### config.mk
export PLATFORM = sky130hd
export DESIGN_NAME = instr_fetch_unit
export DESIGN_NICKNAME = d
export VERILOG_FILES = /design/src/rtl/instr_fetch_unit.sv
export SDC_FILE = /design/constraint.sdc
export NUM_CORES = 1
export LEC_CHECK = 0
export ABC_AREA = 1
export CAP_MARGIN = 25
export CELL_PAD_IN_SITES_DETAIL_PLACEMENT = 0
export CELL_PAD_IN_SITES_GLOBAL_PLACEMENT = 1
export CORE_MARGIN = 3
export CORE_UTILIZATION = 43
export CTS_CLUSTER_DIAMETER = 30
export DETAILED_ROUTE_END_ITERATION = 6
export PLACE_DENSITY = 0.78
export SETUP_SLACK_MARGIN = 0.05
export SLEW_MARGIN = 20
export SYNTH_ARGS = -nofsm -noshare
export SYNTH_HDL_FRONTEND = slang
export SYNTH_SLANG_ARGS = --single-unit
export TNS_END_PERCENT = 30
### constraint.sdc
create_clock -name clk -period 5.1 [get_ports clk]
set_input_delay 0.51 -clock clk [delete_from_list [all_inputs] [get_ports clk]]
set_output_delay 0.51 -clock clk [all_outputs]
set_load 0.02 [all_outputs]
### src/rtl/instr_fetch_unit.sv
`default_nettype none
// ============================================================================
// Module   : instr_fetch_unit
// Brief    : In-order instruction fetch front end with a credit-limited
//            prefetch FIFO and redirect flush of stale in-flight responses.
// Revision : 1.0  initial release
// ============================================================================
module instr_fetch_unit #(
    parameter logic [31:0] RESET_PC   = 32'h0000_0000,
    parameter int          FIFO_DEPTH = 4
) (
    input  logic        clk,
    input  logic        rst,
    output logic        imem_req_valid,
    input  logic        imem_req_ready,
    output logic [31:0] imem_req_addr,
    input  logic        imem_rsp_valid,
    input  logic [31:0] imem_rsp_data,
    input  logic        imem_rsp_err,
    input  logic        redirect_valid,
    input  logic [31:0] redirect_pc,
    output logic        inst_valid,
    input  logic        inst_ready,
    output logic [31:0] inst_data,
    output logic [31:0] inst_pc,
    output logic        inst_fault
);

    localparam int              c_AW   = $clog2(FIFO_DEPTH);
    localparam int              c_CW   = c_AW + 1;
    localparam int              c_SW   = c_CW + 1;
    localparam logic [c_CW-1:0] c_ONE  = c_CW'(1);
    localparam logic [c_CW-1:0] c_FULL = c_CW'(FIFO_DEPTH);
    localparam logic [c_SW-1:0] c_CAP  = c_SW'(FIFO_DEPTH);

    logic [31:0]     r_fetch_pc;
    logic [31:0]     r_resp_pc;
    logic [c_CW-1:0] r_outstanding;
    logic [c_CW-1:0] r_discard;
    logic [c_CW-1:0] r_wr_ptr;
    logic [c_CW-1:0] r_rd_ptr;
    logic [64:0]     r_fifo [FIFO_DEPTH];

    logic [c_CW-1:0] w_count;
    logic [c_SW-1:0] w_used;
    logic            w_empty;
    logic            w_full;
    logic            w_req_fire;
    logic            w_rsp_take;
    logic            w_rsp_keep;
    logic            w_pop;
    logic [c_CW-1:0] w_out_next;
    logic [31:0]     w_target;
    logic [64:0]     w_head;

    assign w_count  = r_wr_ptr - r_rd_ptr;
    assign w_empty  = (r_wr_ptr == r_rd_ptr);
    assign w_full   = (w_count == c_FULL);
    // Credits cover both in-flight requests and buffered words, so every
    // response that is kept always finds a free FIFO slot.
    assign w_used   = {1'b0, r_outstanding} + {1'b0, w_count};
    assign w_target = redirect_pc & ~32'h0000_0003;

    assign imem_req_valid = !rst && !redirect_valid && (w_used < c_CAP);
    assign imem_req_addr  = r_fetch_pc;
    assign w_req_fire     = imem_req_valid && imem_req_ready;

    // A response arriving with nothing outstanding is ignored entirely.
    assign w_rsp_take = imem_rsp_valid && (r_outstanding != '0);
    assign w_rsp_keep = w_rsp_take && (r_discard == '0) && !redirect_valid;
    assign w_pop      = inst_valid && inst_ready && !redirect_valid;
    assign w_out_next = r_outstanding + c_CW'(w_req_fire) - c_CW'(w_rsp_take);

    always_ff @(posedge clk) begin
        if (rst) begin
            r_fetch_pc    <= RESET_PC;
            r_resp_pc     <= RESET_PC;
            r_outstanding <= '0;
            r_discard     <= '0;
            r_wr_ptr      <= '0;
            r_rd_ptr      <= '0;
        end else begin
            r_outstanding <= w_out_next;
            if (redirect_valid) begin
                // Everything still in flight after this cycle belongs to the
                // old stream and must be dropped on arrival.
                r_fetch_pc <= w_target;
                r_resp_pc  <= w_target;
                r_discard  <= w_out_next;
                r_wr_ptr   <= '0;
                r_rd_ptr   <= '0;
            end else begin
                if (w_req_fire) begin
                    r_fetch_pc <= r_fetch_pc + 32'd4;
                end
                if (w_rsp_take && (r_discard != '0)) begin
                    r_discard <= r_discard - c_ONE;
                end
                if (w_rsp_keep) begin
                    r_resp_pc <= r_resp_pc + 32'd4;
                    r_wr_ptr  <= r_wr_ptr + c_ONE;
                end
                if (w_pop) begin
                    r_rd_ptr <= r_rd_ptr + c_ONE;
                end
            end
        end
    end

    always_ff @(posedge clk) begin
        if (w_rsp_keep) begin
            r_fifo[r_wr_ptr[c_AW-1:0]] <= {r_resp_pc, imem_rsp_data, imem_rsp_err};
        end
    end

    assign w_head     = r_fifo[r_rd_ptr[c_AW-1:0]];
    assign inst_valid = !w_empty;
    assign inst_pc    = inst_valid ? w_head[64:33] : 32'h0;
    assign inst_data  = inst_valid ? w_head[32:1]  : 32'h0;
    assign inst_fault = inst_valid ? w_head[0]     : 1'b0;

    a_no_overflow: assert property (@(posedge clk) disable iff (rst)
        !(w_rsp_keep && w_full));
    a_rsp_expected: assert property (@(posedge clk) disable iff (rst)
        imem_rsp_valid |-> (r_outstanding != '0));

endmodule
`default_nettype wire

# After elaboration in Yosys (flattened, before gate mapping)
# Memory sizes are Yosys's and may differ from the RTL's. A register that Yosys moved wholly into a read port is not among the register bits.
# Index checks and enable logic that the tools add are counted.
[totals]
elab_cells = 52
ramBits = 260
ff_bits = 76
input_bits = 71
output_inout_bits = 99
n_memories = 1
[mem_list]
columns = ["memory", "depth", "width", "read_ports", "rd_ports_with_merged_regs", "write_ports", "line_no", "source"]
rows = [
  ["r_fifo", 4, 65, 1, 1, 1, "42", "logic [64:0] r_fifo [FIFO_DEPTH];"],
]
[op_classes]
addsub = 9
mux = 13
eq_ne = 1
n_reduce_logical = 19
n_lt_le_gt_ge = 1
[ops]
columns = ["cell", "n"]
rows = [
  ["32-bit 2-to-1 mux", 6],
  ["32-bit by 3-bit adder with 32-bit output, second input constant", 2],
  ["1-bit logical AND", 9],
  ["3-bit by 1-bit adder with 3-bit output, second input constant", 2],
  ["3-bit 2-to-1 mux", 2],
  ["2-bit nonzero test", 3],
  ["3-bit nonzero test", 2],
  ["3-bit by 3-bit adder with 4-bit output", 1],
  ["4-bit by 3-bit less-than comparator with 1-bit output, second input constant", 1],
  ["2-bit 2-to-1 mux", 2],
  ["3-bit by 1-bit adder with 3-bit output", 1],
  ["3-bit equality test", 1],
  ["1-bit logical NOT", 3],
  ["3-bit logical NOT", 1],
  ["1-bit 2-to-1 mux", 3],
  ["3-bit by 1-bit subtractor with 3-bit output", 1],
  ["3-bit by 1-bit subtractor with 3-bit output, second input constant", 1],
  ["3-bit subtractor", 1],
  ["2-bit OR reduction", 1],
]

# Logic depth before layout (Yosys ltp)
# Gate-level depths: netlist of the first run.
[depth]
ltp_word = 8
ltp_mapped = 22
depth_no_buf = 20

# Worst setup path before layout of the first run
# Ideal clock, no wire load.
[synth_path]
path_kind = "register to register"
from = "register r_discard[0]"
to = "memory r_fifo[3][0], enable pin"
setup_time_ns = 0.486
slack_ns = 0.866
arrival_time_ns = 3.748
period_less_slack_ns = 4.234
path_stages_with_launch = 9
path_cell_list = "dfxtp_1 > inv_1 > ha_1 > inv_1 > nor2_2 > nand3_2 > nor2_4 > inv_2 > nor2_1"
[synth_via]
elab_chain_cells = 5
[synth_rtl]
columns = ["element", "line_no", "source"]
rows = [
  ["start, declared", "39", "logic [c_CW-1:0] r_discard;"],
  ["start signal, assigned", "89", "r_discard <= w_out_next;"],
  ["start signal, assigned", "97", "r_discard <= r_discard - c_ONE;"],
  ["3-bit logical NOT", "70", "assign w_rsp_keep = w_rsp_take && (r_discard == '0) && !redirect_valid;"],
  ["1-bit logical AND (2 in a row)", "70", ""],
  ["1-bit 2-to-1 mux", "111", "if (w_rsp_keep) begin"],
  ["1-bit 2-to-1 mux (not written as such)", "112", "r_fifo[r_wr_ptr[c_AW-1:0]] <= {r_resp_pc, imem_rsp_data, imem_rsp_err};"],
  ["end, declared", "42", ""],
]
# Every way passes these cells.

==> results of run 1 <==
-- sequential cells by signal, indices dropped and copies added (netlist names), named ones only --
register / count
r_rd_ptr: 3
r_discard: 3
r_outstanding: 3
r_resp_pc: 30
imem_req_addr: 30
r_wr_ptr: 3
r_fifo: 252
-- per-layer routing --
layer / routed length (um) / GRT usage (%)
met1: 16700 / 27.4
met2: 17500 / 33.9
met3: 2420 / 4.05
met4: 908 / 6.41
met5: 0 / 0
-- critical path, stage by stage (launching register included) --
cell and delay (ns):
dfxtp_4 0.80, buf_4 0.71, nor2_1 0.11, nor2_1 0.10, o21ai_0 0.11, a21oi_1 0.27, clkdlybuf4s50_1 0.66
-- metrics by stage --
step | std cells | utilization, % | hold slack [ns]
6_report | 2240 | 55.9 | 0.346
5_1_grt | 2240 | 55.9 | 0.356
4_1_cts | 2240 | 55.9 | 0.331
3_5_place_dp | 2131 | 49.8 | 0.511
3_3_place_gp | 2131 | 49.8 | 0.500
2_1_floorplan | 1579 | - | 0.481
-- synthesized netlist by cell type, types with 2 or more instances --
library cell / instances / area [um2]
o211ai_1: 2 / 15.0
a31oi_1: 10 / 62.6
o21ai_0: 167 / 836
dfxtp_1: 74 / 1480
o21bai_2: 2 / 22.5
a21oi_1: 116 / 581
nand3_1: 77 / 385
nand2_1: 253 / 950
xor2_1: 8 / 70.1
nand3b_1: 2 / 15.0
nor2_1: 348 / 1310
fa_1: 2 / 40.0
buf_1: 9 / 33.8
inv_2: 8 / 30.0
buf_4: 6 / 45.0
inv_1: 114 / 428
o21bai_1: 4 / 30.0
nand4_1: 10 / 62.6
nand3_2: 3 / 30.0
nor2_4: 5 / 56.3
o22ai_1: 4 / 25.0
nand2_2: 4 / 25.0
buf_2: 13 / 65.1
nor3_1: 5 / 25.0
xnor2_1: 2 / 17.5
buf_6: 3 / 33.8
clkbuf_1: 40 / 150
nor2_2: 9 / 56.3
ha_1: 15 / 188
edfxtp_1: 252 / 7570
-- report_power, final --
group	switching (mW)	internal, mW	total [mW]
clock network	1.36	2.61	3.97
logic	0.576	0.347	0.922
registers	0.103	3.00	3.10
total	2.04	5.96	8.00
-- worst max path at each step --
stage                         startpoint                        end  slack (ns)
2_1_floorplan  r_discard[0]$_SDFFE_PP0P_     r_fifo[3][0]$_DFFE_PP_        0.87
3_3_place_gp    r_wr_ptr[0]$_SDFFE_PP0P_  r_discard[2]$_SDFFE_PP0P_        1.36
3_5_place_dp    r_wr_ptr[0]$_SDFFE_PP0P_  r_discard[2]$_SDFFE_PP0P_        1.33
4_1_cts                             flop                inst_pc[25]        1.13
5_1_grt                             flop                inst_pc[23]        0.95
6_report                            flop                inst_pc[25]        1.17
-- area by class of cell --
cell class	count	area (um2)
clock buffer	68	1550
clock inverter	41	495
fill	2904	14800
inverter	122	458
multi-input combinational	1060	4910
sequential	326	9050
tap	448	561
timing repair buffer	175	1770
-- cells by family (layout without fill, tap and decap cells) --
| logic type | Yosys count | count (layout) | share of synthesized area [%] |
|---|---|---|---|
| AOI/OAI and AO/OA | 307 | 307 | 10.8 |
| xor gates and xnor gates | 10 | 10 | 0.596 |
| adders and majority gates | 17 | 17 | 1.55 |
| buffers and inverters | 193 | 406 | 5.34 |
| DFF | 326 | 326 | 61.5 |
| other | 1 | 4 | 0.0255 |
| and+or+nand+nor | 722 | 722 | 20.2 |
==> metrics.cfg, run 1 <==
[critical_path]
critPathRequiredTime_ns = 4.59
path_class = flop to output port
cp-end-kind = output port
reg2reg_to = r_discard[2]$_SDFFE_PP0P_
rrSetupSlack_ns = 1.33
critPathMaxFanout = 66
worstSetupStartpointType = flop
r2r-start = r_wr_ptr[0]$_SDFFE_PP0P_
arrival_ns = 3.42
r2r_cells = 20

[global_routing]
antenna_found_initial = 0
grt_pass1_vias = 11100
overflow = 0
grt_start_max_net_pins = 89
grt_first_pass_wirelength_um = 59100
track_usage_pct = 20.5

[min_path]
hold_class = primary input to flop
hold_end = r_wr_ptr[1]$_SDFFE_PP0P_
holdPathStages = 4
min-delay-start = rst

[timing]
period_needed_ns = 3.93
hold_viol_final = 0
clock_skew_ns = 0.0240
worst_pin_slew_ns = 0.957
finalSetupViolations = 0
period_share_pct = 77.0
fmax_mhz = 255
layout_setup_ws_ns = 1.17
slew_headroom_pct = 36.2
rsz0062_at_grt = no
drv_slew = 0
setup_tns_ns = 0

[clock_network]
cts.repair.resized = 0
path_clk_slew_ns = 0.05
clk-insertion-delay-late_ns = 0.58
cts.htree.levels = 2
holdBufCountCts = 0
clockBufferDepth = 3
postCtsSetupBuffers = 0
cts_root_buf = clkbuf_16
clock-sinks = 326
cts_tree = done
cts_buffers = 61

[cells_and_area]
layout_commonest_cell = nor2_1
num-nets-final = 1834
syn_to_final_growth_pct = 27.8
final_cell_mix = nor2_1, nand2_1, edfxtp_1
antennaDiodeCount = 0
design_area_um2 = 18800
final_layout_size_suffix_gt1_share_pct = 8.37

[pwr]
leakagePower_nw = 6.81
p_per_area_nw_per_um2 = 425
vdd_drop_max_uv = 310
power_mw = 8.00

[yosys]
synth-seq-cells = 326
ys.flop_type = edfxtp_1
synth_edf_count = 252
ys_seq_area_share_pct = 61.5
syn_area_per_cell_um2 = 9.33
syn_area_um2 = 14700
async_flop_share_pct = 0
synth.distinct_cells = 39
postSynthCellCount = 1576
synth-warning-count = 0

[status]
outcome = finished, final reports clean

[placement]
place_hpwl_um = 22600
io_buffers = 163
gp_congestion = 0.856
place_ws_ns = 1.33
placed_cell_area_um2 = 16800

[detailed_routing]
wire_per_inst_um = 16.8
via_per_inst = 5.10
antenna_left = 0
drc = 0
first_pass_iters = 5
num_vias = 11400
wirelength_um = 37500
drtIter0Drc = 634

[floorplan]
std_cell_rows = 67
die_x_um = 191
ios = 170
coreArea_um2 = 33600
start_util_pct = 43.7
die_area_um2 = 36500
die_h_um = 191

[flow_run]
maxCapViolCount = 0

Note: power is estimated with default switching activity, not from simulation.
==> run 2, diff against run 1 <==
- CORE_UTILIZATION: 43 -> 39
- PLACE_DENSITY: 0.78 -> 0.75
- clock period: 5.1 -> 3.2 ns (I/O delays scaled with it)
==> run 2 against run 1 <==
Via count hardly changed; first-iteration DRC count is 7.9% higher; sequential share of layout area is 2.1 points lower; highest routed layer unchanged; the run now ends with setup timing left.
==> metrics.cfg, run 2 (synthesis results as in run 1) <==
[status]
outcome = finished with violations
violations = setup timing

[cells_and_area]
multiInputGateArea_um2 = 4960
final_cell_mix = nor2_1, nand2_1, edfxtp_1
antennaDiodeCount = 0
largest_reg_flops = 252
register_area_um2 = 9060
syn_to_final_growth_pct = 33.8
num-nets-final = 1864
nFillCells = 3284
layout_commonest_cell = nor2_1
design_area_um2 = 19700
final_layout_size_suffix_gt1_share_pct = 11.1

[detailed_routing]
wire_per_inst_um = 16.6
drc = 0
num_vias = 11400
antenna_left = 0
via_per_inst = 4.89
wirelength_um = 38900
drtIter0Drc = 684
first_pass_iters = 5

[timing]
hold_viol_final = 0
period_share_pct = 101
fmax_mhz = 310
clock_skew_ns = 0.0101
layout_setup_ws_ns = -0.0230
rsz0062_at_grt = yes
slew_headroom_pct = 42.6
finalSetupViolations = 1
drv_slew = 0
period_needed_ns = 3.22
worst_pin_slew_ns = 0.861

[placement]
gp_congestion = 0.834
place_hpwl_um = 24300
io_buffers = 163
placed_cell_area_um2 = 17100
place_ws_ns = -0.0742

[clock_network]
cts.htree.levels = 3
clock-sinks = 326
clockBufferDepth = 3
cts_buffers = 71
cts_tree = done
clk-insertion-delay-late_ns = 0.55
path_clk_slew_ns = 0.04
holdBufCountCts = 0
cts_root_buf = clkbuf_16

[critical_path]
critPathMaxFanout = 2
critPathRequiredTime_ns = 3.69
cp-end-kind = flop
arrival_ns = 3.72
r2r-start = r_wr_ptr[0]$_SDFFE_PP0P_
startpoint = r_wr_ptr[0]$_SDFFE_PP0P_
worstSetupStartpointType = flop
path_class = flop to flop

[pwr]
power_mw = 14.0
vdd_drop_max_uv = 315
leakagePower_nw = 7.30
p_per_area_nw_per_um2 = 714

[min_path]
min-delay-start = rst
hold_class = primary input to flop

[floorplan]
die_area_um2 = 40100
die_x_um = 200
die_h_um = 200
std_cell_rows = 70
ios = 170
coreArea_um2 = 36900
start_util_pct = 39.9

[global_routing]
track_usage_pct = 19.0
grt_start_max_net_pins = 127
grt_pass1_vias = 11300
antenna_found_initial = 0
grt_first_pass_wirelength_um = 61300
overflow = 0

[flow_run]
maxCapViolCount = 0

-- run 2: changes by cell type in the layout (fill, tap and decap cells not counted), sizes merged, moves of 6 or more --
cell	previous run	this run
clkinv	15	25
dlymetal6s2s	0	7
bufinv	8	14
buf	13	33
clkdlybuf4s50	162	154
clkbuf	68	80
inv	136	128
-- run 2: area by class of cell --
cell class,count,share of cell area (%)
Timing Repair Buffer,195,10.3
Clock buffer,80,9.20
Sequential cell,326,46.0
Multi-Input combinational cell,1060,25.2
Tap cell,504,3.21
Clock inverter,51,3.61
Inverter,122,2.40
-- run 2: metal layers --
metal  vias up  share of wire [%]  GRT usage [%]  routed length, um
met1      5317                 45           24.8              17300
li1       5735                  -              -                  -
met5         -                  0              0                  0
met4         0                1.9           5.96                737
met2       330                 48           32.0              18700
met3        47                5.4           4.05               2120
-- run 2: report_power, final --
part | total [mW] | internal (mW) | switching (mW) | leakage (nW)
Clock | 7.52 | 5.17 | 2.35 | 1.21
Combinational | 1.57 | 0.623 | 0.951 | 3.19
Sequential | 4.95 | 4.79 | 0.160 | 2.90
Total | 14.0 | 10.6 | 3.46 | 7.30
-- run 2: final timing paths --
check | end | cells past startpoint | slack (ns)
setup / recovery | r_discard[2]$_SDFFE_PP0P_ | 20 | -0.02
hold / removal | r_wr_ptr[0]$_SDFFE_PP0P_ | 5 | 0.37
setup reg to reg | r_discard[2]$_SDFFE_PP0P_ | 20 | -0.02
hold reg to reg | r_discard[1]$_SDFFE_PP0P_ | 2 | 0.55
-- run 2: what timing repair did --
item / in CTS / in global routing
buffers inserted: 0 / 1
pin swaps: 2 / 11
endpoints found under the setup margin: 49 / 31
resized for setup: 4 / 22
-- run 2: worst max-delay path, cell delays in order (launching register included) --
cell	delay, ns
dfxtp_2	0.31
inv_2	0.06
ha_4	0.12
inv_2	0.03
fa_2	0.36
xnor2_2	0.15
ha_1	0.29
nor2_1	0.12
nand2_1	0.09
nor2_4	0.12
nand2_2	0.08
ha_4	0.27
inv_2	0.04
ha_4	0.15
fa_2	0.35
xor2_1	0.17
xor2_1	0.19
nand2_1	0.07
nand3_1	0.09
nand2_1	0.05
inv_1	0.06
-- run 2: metrics by stage --
| step | hold slack, ns | util (%) | TNS (ns) | std cells |
|---|---|---|---|---|
| floorplan | 0.419 | - | -190.98 | 1579 |
| finish | 0.368 | 53.3 | -0.0230 | 2338 |
| detailed placement | 0.502 | 46.3 | -0.0742 | 2206 |
| global route | 0.369 | 53.3 | -0.336 | 2338 |
| CTS | 0.348 | 53.1 | 0 | 2337 |
| global placement | 0.500 | 46.1 | 0 | 2204 |
==> run 3, diff against run 2 <==
- MAX_ROUTING_LAYER: unset -> met4
==> run 3 against run 2 <==
First-iteration DRC count is 2.0% higher; design area did not move; clock skew rose by 0.0045 ns; the run still ends with setup timing left; critical path type unchanged; largest power group unchanged; global-route usage rose by 0.60 points; critical path depth unchanged.
==> metrics.cfg, run 3 (synthesis results as in run 1) <==
[timing]
hold_viol_final = 0
layout_setup_ws_ns = -0.0215
clock_skew_ns = 0.0146
worst_pin_slew_ns = 0.848
period_needed_ns = 3.22
slew_headroom_pct = 43.5
period_share_pct = 101
setup_tns_ns = -0.0215
rsz0062_at_grt = yes
drv_slew = 0
fmax_mhz = 310
finalSetupViolations = 1

[clock_network]
clockBufferDepth = 3
cts.htree.levels = 3
cts_tree = done
clk-insertion-delay-late_ns = 0.55
cts_root_buf = clkbuf_16
cts_buffers = 71
holdBufCountCts = 0
path_clk_slew_ns = 0.04
clock-sinks = 326

[floorplan]
die_x_um = 200
start_util_pct = 39.9
die_h_um = 200
std_cell_rows = 70
ios = 170
die_area_um2 = 40100
coreArea_um2 = 36900

[placement]
gp_congestion = 0.847
dp.cells = 2206
io_buffers = 163
place_hpwl_um = 24300

[detailed_routing]
drc = 0
wirelength_um = 38800
first_pass_iters = 5
wire_per_inst_um = 16.6
wl_met1_um = 17400
top_layer = met4
routed-wl-met2_um = 18700
via_per_inst = 4.88
drtIter0Drc = 698
antenna_left = 0
met3WireLength_um = 2040
num_vias = 11400

[status]
violations = setup timing
outcome = finished with violations

[critical_path]
critPathMaxFanout = 2
cp-end-kind = flop
arrival_ns = 3.71
worstSetupStartpointType = flop
path_class = flop to flop
critPathRequiredTime_ns = 3.69

[cells_and_area]
layout_commonest_cell = nor2_1
final_layout_size_suffix_gt1_share_pct = 11.1
syn_to_final_growth_pct = 33.8
fin_util_pct = 53.3
largest_reg_flops = 252
final_cell_mix = nor2_1, nand2_1, edfxtp_1
num-nets-final = 1864
finalNonFillerCells = 2338
antennaDiodeCount = 0

[global_routing]
grt_pass1_vias = 11300
grt_first_pass_wirelength_um = 61300
track_usage_pct = 19.6
overflow = 0
antenna_found_initial = 0
grt_start_max_net_pins = 127

[pwr]
leakagePower_nw = 7.30
p_per_area_nw_per_um2 = 714
vdd_drop_max_uv = 316

[min_path]
hold_class = primary input to flop

[flow_run]
maxCapViolCount = 0

[run 3: per-stage QoR]
stage / worst slack (ns) / cell area (um2) / hold slack (ns) / power (mW)
after floorplan: -1.01 / 14700 / 0.419 / 5.86
after global placement: 0.00396 / 17000 / 0.500 / 6.54
after detailed placement: -0.0742 / 17100 / 0.502 / 6.57
after CTS: 0.0206 / 19600 / 0.348 / 14.2
after global routing: -0.254 / 19700 / 0.369 / 14.6
final: -0.0215 / 19700 / 0.369 / 14.0
[run 3: final cells by class]
type / instances / area (um2)
sequential: 326 / 9060
fill: 3284 / 17200
tap: 504 / 631
inverter: 122 / 473
timing repair buffer: 195 / 2030
clock buffer: 80 / 1810
clock inverter: 51 / 709
multi-input combinational: 1060 / 4960
[run 3: critical path, stage by stage, from the launching register on]
cell,delay (ns)
dfxtp_2,0.31
inv_2,0.06
ha_4,0.12
inv_2,0.03
fa_2,0.36
xnor2_2,0.15
ha_1,0.29
nor2_1,0.12
nand2_1,0.09
nor2_4,0.12
nand2_2,0.08
ha_4,0.27
inv_2,0.04
ha_4,0.15
fa_2,0.35
xor2_1,0.17
xor2_1,0.19
nand2_1,0.07
nand3_1,0.09
nand2_1,0.05
inv_1,0.06
[run 3: power by group]
group / switching (mW) / total, mW / internal (mW)
registers: 0.160 / 4.95 / 4.79
logic: 0.953 / 1.58 / 0.623
clock network: 2.35 / 7.52 / 5.17
total: 3.46 / 14.0 / 10.6
[run 3: final timing paths]
kind	start	endpoint	slack, ns	cells after the start
worst max-delay path	r_wr_ptr[0]$_SDFFE_PP0P_	r_discard[2]$_SDFFE_PP0P_	-0.02	20
worst min-delay path	rst	r_wr_ptr[0]$_SDFFE_PP0P_	0.37	5
worst max register to register	r_wr_ptr[0]$_SDFFE_PP0P_	r_discard[2]$_SDFFE_PP0P_	-0.02	20
worst min register to register	r_discard[1]$_SDFFE_PP0P_	r_discard[1]$_SDFFE_PP0P_	0.55	2
[run 3: routing by layer]
metal  GRT usage (%)  up-vias
li1                -     5732
met1            25.0     5310
met2            32.0      318
met3            3.82       51
met4            5.96        0
met5               -        -
[run 3: timing repair]
| action | 4_1_cts | 5_1_grt |
|---|---|---|
| endpoints found under the hold margin | 0 | 0 |
| setup endpoints to repair | 49 | 31 |
| buffers inserted | 0 | 1 |
| resized for setup | 4 | 22 |
| pin swaps | 2 | 11 |
